## config.mk

```make
export PLATFORM = sky130hd
export DESIGN_NAME = cpu_run_sequencer
export DESIGN_NICKNAME = d
export VERILOG_FILES = /design/src/rtl/cpu_run_sequencer.sv
export SDC_FILE = /design/constraint.sdc
export NUM_CORES = 1
export LEC_CHECK = 0
export CAP_MARGIN = 20
export CORE_MARGIN = 2
export CORE_UTILIZATION = 45
export CTS_CLUSTER_SIZE = 40
export DETAILED_ROUTE_END_ITERATION = 7
export PLACE_DENSITY = 0.82
export SLEW_MARGIN = 15
export SYNTH_ARGS = -nofsm -noshare
export SYNTH_HDL_FRONTEND = slang
export SYNTH_SLANG_ARGS = --single-unit
```

## constraint.sdc

```tcl
create_clock -name clk_i -period 6.7 [get_ports clk_i]
set_input_delay 1.34 -clock clk_i [delete_from_list [all_inputs] [get_ports clk_i]]
set_output_delay 1.34 -clock clk_i [all_outputs]
set_load 0.05 [all_outputs]
```

## src/rtl/cpu_run_sequencer.sv

```systemverilog
// Run controller for the cpu core: sequences core reset, bounds each run with a
// watchdog and latches a sticky pass/fail result from a store to the tohost mailbox.
//
// state    | meaning
// ---------+-----------------------------------------------------------
// ST_IDLE  | after rst_ni, core held in reset, waiting for start
// ST_RESET | core reset asserted for RESET_CYCLES cycles, results cleared
// ST_RUN   | core running, cycles counted, mailbox snooped, watchdog armed
// ST_DONE  | result latched, core frozen until the next start
module cpu_run_sequencer #(
    parameter int unsigned            ADDR_WIDTH     = 32,
    parameter int unsigned            DATA_WIDTH     = 32,
    parameter int unsigned            CNT_WIDTH      = 32,
    parameter int unsigned            RESET_CYCLES   = 1,
    parameter int unsigned            TIMEOUT_CYCLES = 25,
    parameter logic [ADDR_WIDTH-1:0]  TOHOST_ADDR    = 'h0000_0FF0,
    parameter logic [DATA_WIDTH-1:0]  PASS_CODE      = 'h1,
    parameter bit                     AUTO_START     = 1'b1
) (
    input  logic                  clk_i,
    input  logic                  rst_ni,
    input  logic                  start_i,
    input  logic                  wr_en_i,
    input  logic [ADDR_WIDTH-1:0] wr_addr_i,
    input  logic [DATA_WIDTH-1:0] wr_data_i,
    output logic                  cpu_rst_o,
    output logic                  running_o,
    output logic                  done_o,
    output logic                  pass_o,
    output logic                  timeout_o,
    output logic [DATA_WIDTH-1:0] result_o,
    output logic [CNT_WIDTH-1:0]  cycles_o
);

    typedef enum logic [1:0] {
        ST_IDLE  = 2'd0,
        ST_RESET = 2'd1,
        ST_RUN   = 2'd2,
        ST_DONE  = 2'd3
    } state_t;

    localparam logic [CNT_WIDTH-1:0] RST_LOAD = CNT_WIDTH'(RESET_CYCLES - 1);
    localparam logic [CNT_WIDTH-1:0] TO_VAL   = CNT_WIDTH'(TIMEOUT_CYCLES);
    localparam bit                   WDOG_EN  = (TIMEOUT_CYCLES != 0);

    state_t                  state_q, state_d;
    logic [CNT_WIDTH-1:0]    rst_cnt_q, rst_cnt_d;
    logic [CNT_WIDTH-1:0]    cycles_q, cycles_d, cycles_inc;
    logic [DATA_WIDTH-1:0]   result_q, result_d;
    logic                    pass_q, pass_d;
    logic                    timeout_q, timeout_d;
    logic                    cpu_rst_q, running_q, done_q;
    logic                    hit, launch;

    assign hit        = wr_en_i && (wr_addr_i == TOHOST_ADDR);
    assign cycles_inc = (&cycles_q) ? cycles_q : cycles_q + 1'b1;

    always_comb begin
        state_d   = state_q;
        rst_cnt_d = rst_cnt_q;
        cycles_d  = cycles_q;
        result_d  = result_q;
        pass_d    = pass_q;
        timeout_d = timeout_q;
        launch    = 1'b0;

        case (state_q)
            ST_IDLE:  launch = start_i || AUTO_START;
            ST_RESET: begin
                if (rst_cnt_q == '0) state_d = ST_RUN;
                else                 rst_cnt_d = rst_cnt_q - 1'b1;
            end
            ST_RUN: begin
                cycles_d = cycles_inc;
                // A mailbox store on the watchdog edge still counts as a result.
                if (hit) begin
                    result_d = wr_data_i;
                    pass_d   = (wr_data_i == PASS_CODE);
                    state_d  = ST_DONE;
                end else if (WDOG_EN && (cycles_inc == TO_VAL)) begin
                    timeout_d = 1'b1;
                    pass_d    = 1'b0;
                    state_d   = ST_DONE;
                end
            end
            ST_DONE:  launch = start_i;
            default:  state_d = ST_IDLE;
        endcase

        if (launch) begin
            state_d   = ST_RESET;
            rst_cnt_d = RST_LOAD;
            cycles_d  = '0;
            result_d  = '0;
            pass_d    = 1'b0;
            timeout_d = 1'b0;
        end
    end

    always_ff @(posedge clk_i or negedge rst_ni) begin
        if (!rst_ni) begin
            state_q   <= ST_IDLE;
            rst_cnt_q <= '0;
            cycles_q  <= '0;
            result_q  <= '0;
            pass_q    <= 1'b0;
            timeout_q <= 1'b0;
            cpu_rst_q <= 1'b1;
            running_q <= 1'b0;
            done_q    <= 1'b0;
        end else begin
            state_q   <= state_d;
            rst_cnt_q <= rst_cnt_d;
            cycles_q  <= cycles_d;
            result_q  <= result_d;
            pass_q    <= pass_d;
            timeout_q <= timeout_d;
            cpu_rst_q <= (state_d != ST_RUN);
            running_q <= (state_d == ST_RUN);
            done_q    <= (state_d == ST_DONE);
        end
    end

    assign cpu_rst_o = cpu_rst_q;
    assign running_o = running_q;
    assign done_o    = done_q;
    assign pass_o    = pass_q;
    assign timeout_o = timeout_q;
    assign result_o  = result_q;
    assign cycles_o  = cycles_q;

endmodule

```

==> results of run 1 <==
[final cells by class]
class | count | area (µm²)
well taps | 172 | 215
clock buffers | 9 | 225
repair buffers | 140 | 1400
inverters | 10 | 37.5
fillers | 1035 | 5040
flip-flops and latches | 103 | 2580
clock inverters | 7 | 53.8
multi-input cells | 506 | 3020
[cells in the mapped netlist, drive strengths merged, types with 2 or more instances]
library cell and count:
clkbuf 23, a21oi 57, or3 10, nor3 22, nand2b 5, ha 7, and4 7, and2 3
xor2 19, a41oi 2, nand2 98, o21ai 17, a311o 2, xnor2 31, or2 5, nor2 75
o31ai 5, inv 9, nand3 27, and3 4, nand4 28, mux2 2, nor3b 3, nor4 33
nor2b 3, a211oi 7, nor4b 7, nand3b 2, dfrtp 102, o22ai 2, o41ai 2, or4 9
buf 12
[report_power, final]
part | internal [mW] | switching [mW]
Combinational | 0.0531 | 0.0517
Clock | 0.256 | 0.247
Sequential | 0.625 | 0.0128
[layout by cell type (no fill, tap or decap), types with 3 or more instances in the layout]
cell | netlist | routed
nor2_1 | 75 | 74
xor2_1 | 19 | 19
xnor2_1 | 31 | 31
a21oi_1 | 56 | 56
or3_1 | 10 | 10
or4_1 | 7 | 7
clkdlybuf4s50_1 | 0 | 135
o21ai_0 | 15 | 15
nand2_1 | 98 | 98
nor2b_1 | 3 | 3
nand4_2 | 3 | 3
nand2b_1 | 5 | 5
or2_2 | 4 | 4
nor3b_1 | 3 | 3
nand3_1 | 26 | 26
and4_1 | 7 | 7
inv_6 | 0 | 3
o31ai_1 | 4 | 4
nand4_1 | 24 | 24
inv_1 | 8 | 8
nor3_1 | 22 | 22
dfrtp_1 | 102 | 102
clkbuf_16 | 0 | 9
nor4b_1 | 6 | 6
and2_1 | 3 | 3
nor4_1 | 31 | 31
and3_1 | 4 | 4
buf_4 | 1 | 4
a211oi_1 | 5 | 5
ha_1 | 7 | 7
[logic make-up (layout without fill, tap and decap cells)]
kind of cell | Yosys count | count (layout) | share of synthesized area, %
AOI/OAI and AO/OA | 101 | 101 | 11.1
xor gates and xnor gates | 50 | 50 | 7.59
adders and majority gates | 7 | 7 | 1.52
buffers and inverters | 45 | 166 | 3.34
DFF | 103 | 103 | 44.7
muxes | 3 | 3 | 0.563
and+or+nand+nor | 345 | 345 | 31.3
[per-layer routing]
layer	part of all wire, %	up-vias	global-route usage (%)
li1	-	2567	-
met1	42	2606	31.9
met2	50	206	38.1
met3	5.4	30	3.81
met4	2.2	0	9.73
met5	0	-	0
[through the flow]
stage	cells	power [mW]	area, µm²	hold slack [ns]	setup WS, ns
global placement	930	0.753	7220	0.462	2.15
finish	947	1.25	7520	0.488	2.94
floorplan	654	0.684	5770	0.502	3.48
detailed placement	930	0.755	7220	0.473	1.99
CTS	946	1.26	7500	0.489	2.36
global route	947	1.29	7520	0.543	2.61
[flip-flops by register name (all words and copies together), names as in the netlist]
signal / cells
done_o: 1
running_o: 1
state_q: 2
timeout_o: 1
pass_o: 1
result_o: 32
cpu_rst_o: 1
rst_cnt_q: 32
cycles_o: 32
[worst register-to-register path, cell delays in order, from the launching register on]
cell and delay (ns):
dfrtp_1 0.43, or4_1 0.59, or3_1 0.42, nor2_1 0.51, a41oi_2 0.49, and4_1 0.42
nand2_1 0.10, xor2_1 0.22, nor2_1 0.07
[path summary, 6_finish.rpt]
check	from	end	slack [ns]	depth (start not counted)
worst max-delay path	wr_addr_i[16]	result_o[25]	2.94	7
worst min-delay path	timeout_o	timeout_o	0.49	2
worst max register to register	rst_cnt_q[5]	rst_cnt_q[31]	3.33	8
worst min register to register	timeout_o	timeout_o	0.49	2
max in group asynchronous	rst_ni	rst_cnt_q[0]	4.54	2
min in group asynchronous	rst_ni	cycles_o[6]	0.92	1
==> impl_metrics.ini, run 1 <==
[synthesis]
seq_area_frac_synth_pct = 44.7
post_synth.cell_area_avg_um2 = 8.83
ys_top_cells_by_area = dfrtp_1 (44%), nand2_1 (6.4%), nor2_1 (4.9%), a21oi_1 (4.9%), xnor2_1 (4.7%)
synthCells = 654
synth_top_area_share_pct = 44.2
synth-edff-count = 0
synth_cell_type_count = 61
async_reset_ff_share_pct = 100
synth_top_area_cell = dfrtp_1
synth.yosys.warnings = 0
syn_nets = 729
synth_flop_cell = dfrtp_1
synth-seq-cells = 103
syn_area_mm2 = 0.00577

[worst_setup_path]
cp-end-kind = register
crit_family = simple AND/OR/NAND/NOR gates
cp_max_fo = 32
critPathKind = input port to register
crit_slowest_cell = nand2_1
arrival_ns = 3.98
critPathRequiredTime_ns = 6.92
max_stage_delay_ns = 0.69
worstPathCellList = clkdlybuf4s50_1 > nor4_1 > nand4_1 > nor4_1 > nand2_1 > nand2_1 > a21oi_1
start_kind = input port
timing.critical_path.buf_inv = 1

[layout]
final_util_pct = 59.9
nets = 845
drive_gt1_share_pct = 6.19
area_delta_synth_final_pct = 30.3
n_antenna_cell = 0

[worst_hold_path]
hp-class = register to register

[placed_design]
hpwlAfterDp_um = 11500
numPortBuffers = 136
place.gp.congestion = 0.944

[routing]
drt_iter0_drc = 515
wirelength_um = 15800
vias_per_cell = 5.71
drtPass1Iterations = 5
drc = 0
wire_per_inst_um = 16.7
via_count = 5409
ant_nets = 0

[power_and_ir_drop]
irDropWorstVdd_v = 0.000124
leakagePower_nw = 2.69
pwr_density_cell_mw_per_mm2 = 166

[clocking]
clock-sinks = 103
ctsResizeCount = 0
numCtsBuffers = 9
cts_tree = yes
ctsHtreeMaxLevel = 3
clock_latency_ns = 0.35
ctsRootBufferMaster = clkbuf_16
cts_hold_buf = 0
clk_pin_slew_ns = 0.07
postCtsSetupBuffers = 0
clock_path_buffers = 2

[timing]
skew_ns = 0.00719
layout_min_cycle_time_ns = 3.76
hold_viol = 0
worst_pin_slew_ns = 1.05
slew_viol_final = 0
finalCritPeriodShare_pct = 56.1
rsz0062_at_grt = false
slew-limit-headroom_pct = 29.8
setup_tns_ns = 0
setup_violations = 0
timing.fmax_mhz = 266

[outcome]
run_status = complete, no violations

[global_route]
grt_pass1_wl_um = 25600
grt_pass1_vias = 5140
antenna_found_initial = 0
grt_max_degree = 72
grt_use_total_pct = 23.7
overflow = 0

[die]
core_area_mm2 = 0.0126
die_area_mm2 = 0.0138
fp.dieH_um = 117
die_width_um = 117
ios = 137
rows = 41
start_util_pct = 45.9

[flow_run]
maxCapViolCount = 0
Note: power is estimated with default switching activity, not from simulation.
==> run 2, diff against run 1 <==
--- a/config.mk
+++ b/config.mk
@@ -10,7 +10,7 @@
 export CORE_UTILIZATION = 45
 export CTS_CLUSTER_SIZE = 40
 export DETAILED_ROUTE_END_ITERATION = 7
-export PLACE_DENSITY = 0.82
+export PLACE_DENSITY = 0.85
 export SLEW_MARGIN = 15
 export SYNTH_ARGS = -nofsm -noshare
 export SYNTH_HDL_FRONTEND = slang
==> constraint.sdc (replaced) <==
create_clock -name clk_i -period 3.1 [get_ports clk_i]
set_input_delay 0.62 -clock clk_i [delete_from_list [all_inputs] [get_ports clk_i]]
set_output_delay 0.62 -clock clk_i [all_outputs]
set_load 0.05 [all_outputs]
==> impl_metrics.ini, run 2 (synthesis results as in run 1) <==
[placed_design]
pre_cts_ws_ns = -0.143
placed_cells = 971
place.gp.congestion = 0.958
hpwlAfterDp_um = 12000
numPortBuffers = 136

[worst_setup_path]
cp-end-kind = register
arrival_ns = 3.28
critPathRequiredTime_ns = 3.40
critPathKind = register to register
start_kind = register
worstRegToRegCells = 8
cp_max_fo = 7

[clocking]
clock-sinks = 103
numCtsBuffers = 9
clock_path_buffers = 2
clk_pin_slew_ns = 0.07
cts_tree = yes
ctsHtreeMaxLevel = 3
ctsRootBufferMaster = clkbuf_16
clock_latency_ns = 0.36
cts_hold_buf = 0

[worst_hold_path]
hp-class = input port to asynchronous set/reset pin

[layout]
final_cell_mix = clkdlybuf4s50_1 (135), nand2_1 (97), dfrtp_1 (92)
seq_area_mm2 = 0.00259
final_util_pct = 63.8
nets = 893
n_antenna_cell = 0
drive_gt1_share_pct = 13.6
finalNonFillerCells = 995
area_delta_synth_final_pct = 38.9
fill_cells = 1004
multi_input_area_mm2 = 0.00308
final_common_cell = clkdlybuf4s50_1

[die]
core_area_mm2 = 0.0126
fp.dieH_um = 117
die_area_mm2 = 0.0138
rows = 41
die_width_um = 117
ios = 137
start_util_pct = 45.9

[global_route]
grt_use_total_pct = 23.9
overflow = 0
antenna_found_initial = 0
grt_pass1_vias = 5326
grt_pass1_wl_um = 25700
grt_max_degree = 68

[routing]
wire_per_inst_um = 16.5
wirelength_um = 16400
ant_nets = 0
drt_iter0_drc = 430
via_count = 5654
drtPass1Iterations = 5
vias_per_cell = 5.68
drc = 0

[power_and_ir_drop]
pwr_density_cell_mw_per_mm2 = 359
irDropWorstVdd_v = 0.000207
leakagePower_nw = 2.95

[timing]
hold_viol = 0
skew_ns = 0.00785
finalCritPeriodShare_pct = 96.3
timing.fmax_mhz = 335
slew_viol_final = 0
layout_min_cycle_time_ns = 2.99
worst_pin_slew_ns = 0.550
rsz0062_at_grt = true
fin_ws_ns = 0.114
setup_violations = 0
slew-limit-headroom_pct = 63.2

[outcome]
run_status = complete, no violations

[flow_run]
maxCapViolCount = 0
run 2: cell types whose count changed in the layout (fill, tap and decap cells not counted), moves of 2 or more:
cell	change
buf_12	+2
buf_4	+47
dfrtp_2	+10
inv_6	-2
nor4_1	-2
dfrtp_1	-10
bufinv_16	+2
clkinv_2	-2
run 2: path summary, 6_finish.rpt:
| kind | startpoint | end | slack, ns |
|---|---|---|---|
| min in group clk_i | timeout_o | timeout_o | 0.50 |
| setup / recovery | cycles_o[13] | done_o | 0.11 |
| hold reg to reg | timeout_o | timeout_o | 0.50 |
| max in group asynchronous | rst_ni | cpu_rst_o | 2.12 |
| setup reg to reg | cycles_o[13] | done_o | 0.11 |
| hold / removal | rst_ni | cycles_o[12] | 0.22 |
run 2: where the power goes:
part,switching (mW),internal (mW)
registers,0.0151,1.35
clock network,0.527,0.714
logic,0.131,0.134
run 2: critical path: stages (launching register included):
cell and delay [ns]:
dfrtp_2 0.45, nand2_1 0.13, or4_4 0.59, nor4_4 0.29, mux2_2 0.39, a2111oi_4 0.44, nand4_4 0.19, o31ai_4 0.28
and2_1 0.18
run 2: final cells by class:
cell class,instances,area share (%)
Tap cell,172,2.68
Clock buffer,10,2.86
Sequential cell,103,32.3
Timing Repair Buffer,188,22.1
Clock inverter,6,1.17
Inverter,10,0.468
Multi-Input combinational cell,506,38.4
run 2: timing repair:
| item | CTS | global route |
|---|---|---|
| endpoints found under the setup margin | 0 | 8 |
| hold endpoints to repair | 0 | 0 |
| buffers inserted | 0 | 8 |
| resized for setup | 0 | 15 |
run 2: layer usage:
metal | share of wire, % | track usage [%]
met1 | 41 | 30.4
met2 | 49 | 39.3
met3 | 6.8 | 5.87
met4 | 3.6 | 9.41
met5 | 0 | 0
run 2: metrics by stage:
| step | setup TNS (ns) | hold WS (ns) | instance area [µm²] | total power [mW] |
|---|---|---|---|---|
| 2_1_floorplan | 0 | 0.324 | 5780 | 1.48 |
| 3_3_place_gp | -0.0525 | 0.464 | 7560 | 1.64 |
| 3_5_place_dp | -0.143 | 0.503 | 7560 | 1.64 |
| 4_1_cts | 0 | 0.236 | 7890 | 2.87 |
| 5_1_grt | -0.00949 | 0.250 | 8020 | 2.96 |
| 6_report | 0 | 0.224 | 8020 | 2.87 |
==> run 3, diff against run 2 <==
==> constraint.sdc (replaced) <==
create_clock -name clk_i -period 2.6 [get_ports clk_i]
set_input_delay 0.52 -clock clk_i [delete_from_list [all_inputs] [get_ports clk_i]]
set_output_delay 0.52 -clock clk_i [all_outputs]
set_load 0.05 [all_outputs]
==> impl_metrics.ini, run 3 (synthesis results as in run 1) <==
[worst_setup_path]
max_stage_delay_ns = 0.54
critPathRequiredTime_ns = 2.82
arrival_ns = 2.99
start_kind = register
cp-end-kind = register
crit_slowest_cell = or4_4
worstPathCellList = or4_4 > or4b_4 > nor4b_4 > a41oi_4 > and4_4 > nand2_1 > xor2_1 > nor2_1
critPathKind = register to register
r2r_slack_ns = -0.17
cp_max_fo = 8

[clocking]
clock_latency_ns = 0.36
ctsHtreeMaxLevel = 3
ctsRootBufferMaster = clkbuf_16
clock-sinks = 103
cts_tree = yes
clk_pin_slew_ns = 0.07
clock_path_buffers = 2
numCtsBuffers = 9

[layout]
nets = 956
drive_gt1_share_pct = 27.2
n_antenna_cell = 0
area_delta_synth_final_pct = 55.1
design_area_mm2 = 0.00896
final_cell_mix = clkdlybuf4s50_1 (135), buf_4 (105), nand2_1 (93)
fill_cells = 885
final_common_cell = clkdlybuf4s50_1

[timing]
slew-limit-headroom_pct = 44.7
hold_viol = 0
fin_ws_ns = -0.166
finalCritPeriodShare_pct = 106
setup_tns_ns = -4.20
worst_pin_slew_ns = 0.822
skew_ns = 0.00795
slew_viol_final = 0
setup_violations = 37
rsz0062_at_grt = true
timing.fmax_mhz = 362
layout_min_cycle_time_ns = 2.77

[routing]
wirelength_um = 17700
drtPass1Iterations = 5
drt_iter0_drc = 441
wire_per_inst_um = 16.7
drc = 0
vias_per_cell = 5.61
via_count = 5933
ant_nets = 0

[power_and_ir_drop]
leakagePower_nw = 3.44
irDropWorstVdd_v = 0.000435
pwr_density_cell_mw_per_mm2 = 386

[die]
core_area_mm2 = 0.0126
rows = 41
start_util_pct = 45.9
die_area_mm2 = 0.0138
die_width_um = 117
fp.dieH_um = 117
ios = 137

[worst_hold_path]
hp-class = input port to asynchronous set/reset pin

[global_route]
antenna_found_initial = 0
grt_max_degree = 65
overflow = 0
grt_pass1_vias = 5905
grt_pass1_wl_um = 28100
grt_use_total_pct = 26.1

[flow_run]
maxCapViolCount = 0

[placed_design]
place_area_mm2 = 0.00819
pre_cts_ws_ns = -0.461
hpwlAfterDp_um = 12200
numPortBuffers = 136
place.gp.congestion = 0.953

[outcome]
run_status = complete, but fails checks
violations = negative setup slack
==> run 3: changes by cell type in the layout (fill, tap and decap cells not counted), moves of 5 or more <==
cell     before  now
a21oi_1      56   51
a21oi_2       1    6
buf_4        51  105
buf_6         0    6
dfrtp_1      92   71
dfrtp_2      10   31
nor3_1       22   15
nor4_1       29   21
o21ai_0      15    7
==> run 3: stage by stage <==
step           total power, mW  cells  utilization (%)  hold WS, ns
2_1_floorplan             1.78    654                -        0.224
3_3_place_gp              1.96   1028             65.2        0.467
3_5_place_dp              1.97   1028             65.2        0.478
4_1_cts                   3.48   1048             69.2        0.280
5_1_grt                   3.57   1058             71.3        0.307
6_report                  3.45   1058             71.3        0.249
==> run 3: where the power goes <==
group / switching, mW / internal [mW] / total (mW)
registers: 0.0118 / 1.61 / 1.63
clock network: 0.615 / 0.897 / 1.51
logic: 0.159 / 0.156 / 0.315
total: 0.786 / 2.67 / 3.45
==> run 3: what timing repair did <==
item,CTS,global route
hold buffers,0,0
gates resized for setup,34,32
buffers inserted,4,10
setup endpoints to repair,39,50
pin swaps,25,19
==> run 3: routing by layer <==
metal	wire length, µm	up-vias	GRT usage [%]
li1	-	2779	-
met1	7020	2901	30.9
met2	9040	213	45.0
met3	1230	40	8.08
met4	415	0	9.25
met5	0	-	0
==> run 3: critical path: cells and delay by family (launching register included) <==
kind	cells	cell delay (ns)
AOI/OAI and AO/OA	1	0.26
DFF	1	0.38
and+or+nand+nor	6	1.82
xor gates and xnor gates	1	0.17
==> run 3: cell type report <==
cell class / count / area (µm²) / share of cell area, %
inverters: 10 / 37.5 / 0.419
clock inverters: 5 / 78.8 / 0.880
well taps: 172 / 215 / 2.40
repair buffers: 251 / 2310 / 25.8
multi-input cells: 506 / 3450 / 38.5
flip-flops and latches: 103 / 2620 / 29.2
clock buffers: 11 / 253 / 2.82
==> run 3: worst paths after layout <==
check	depth (start not counted)	startpoint	end
max reg2reg	8	rst_cnt_q[20]	rst_cnt_q[31]
max	8	rst_cnt_q[20]	rst_cnt_q[31]
min in group clk_i	2	timeout_o	timeout_o
max in group asynchronous	2	rst_ni	rst_cnt_q[15]
min	1	rst_ni	cycles_o[9]
min reg2reg	2	timeout_o	timeout_o
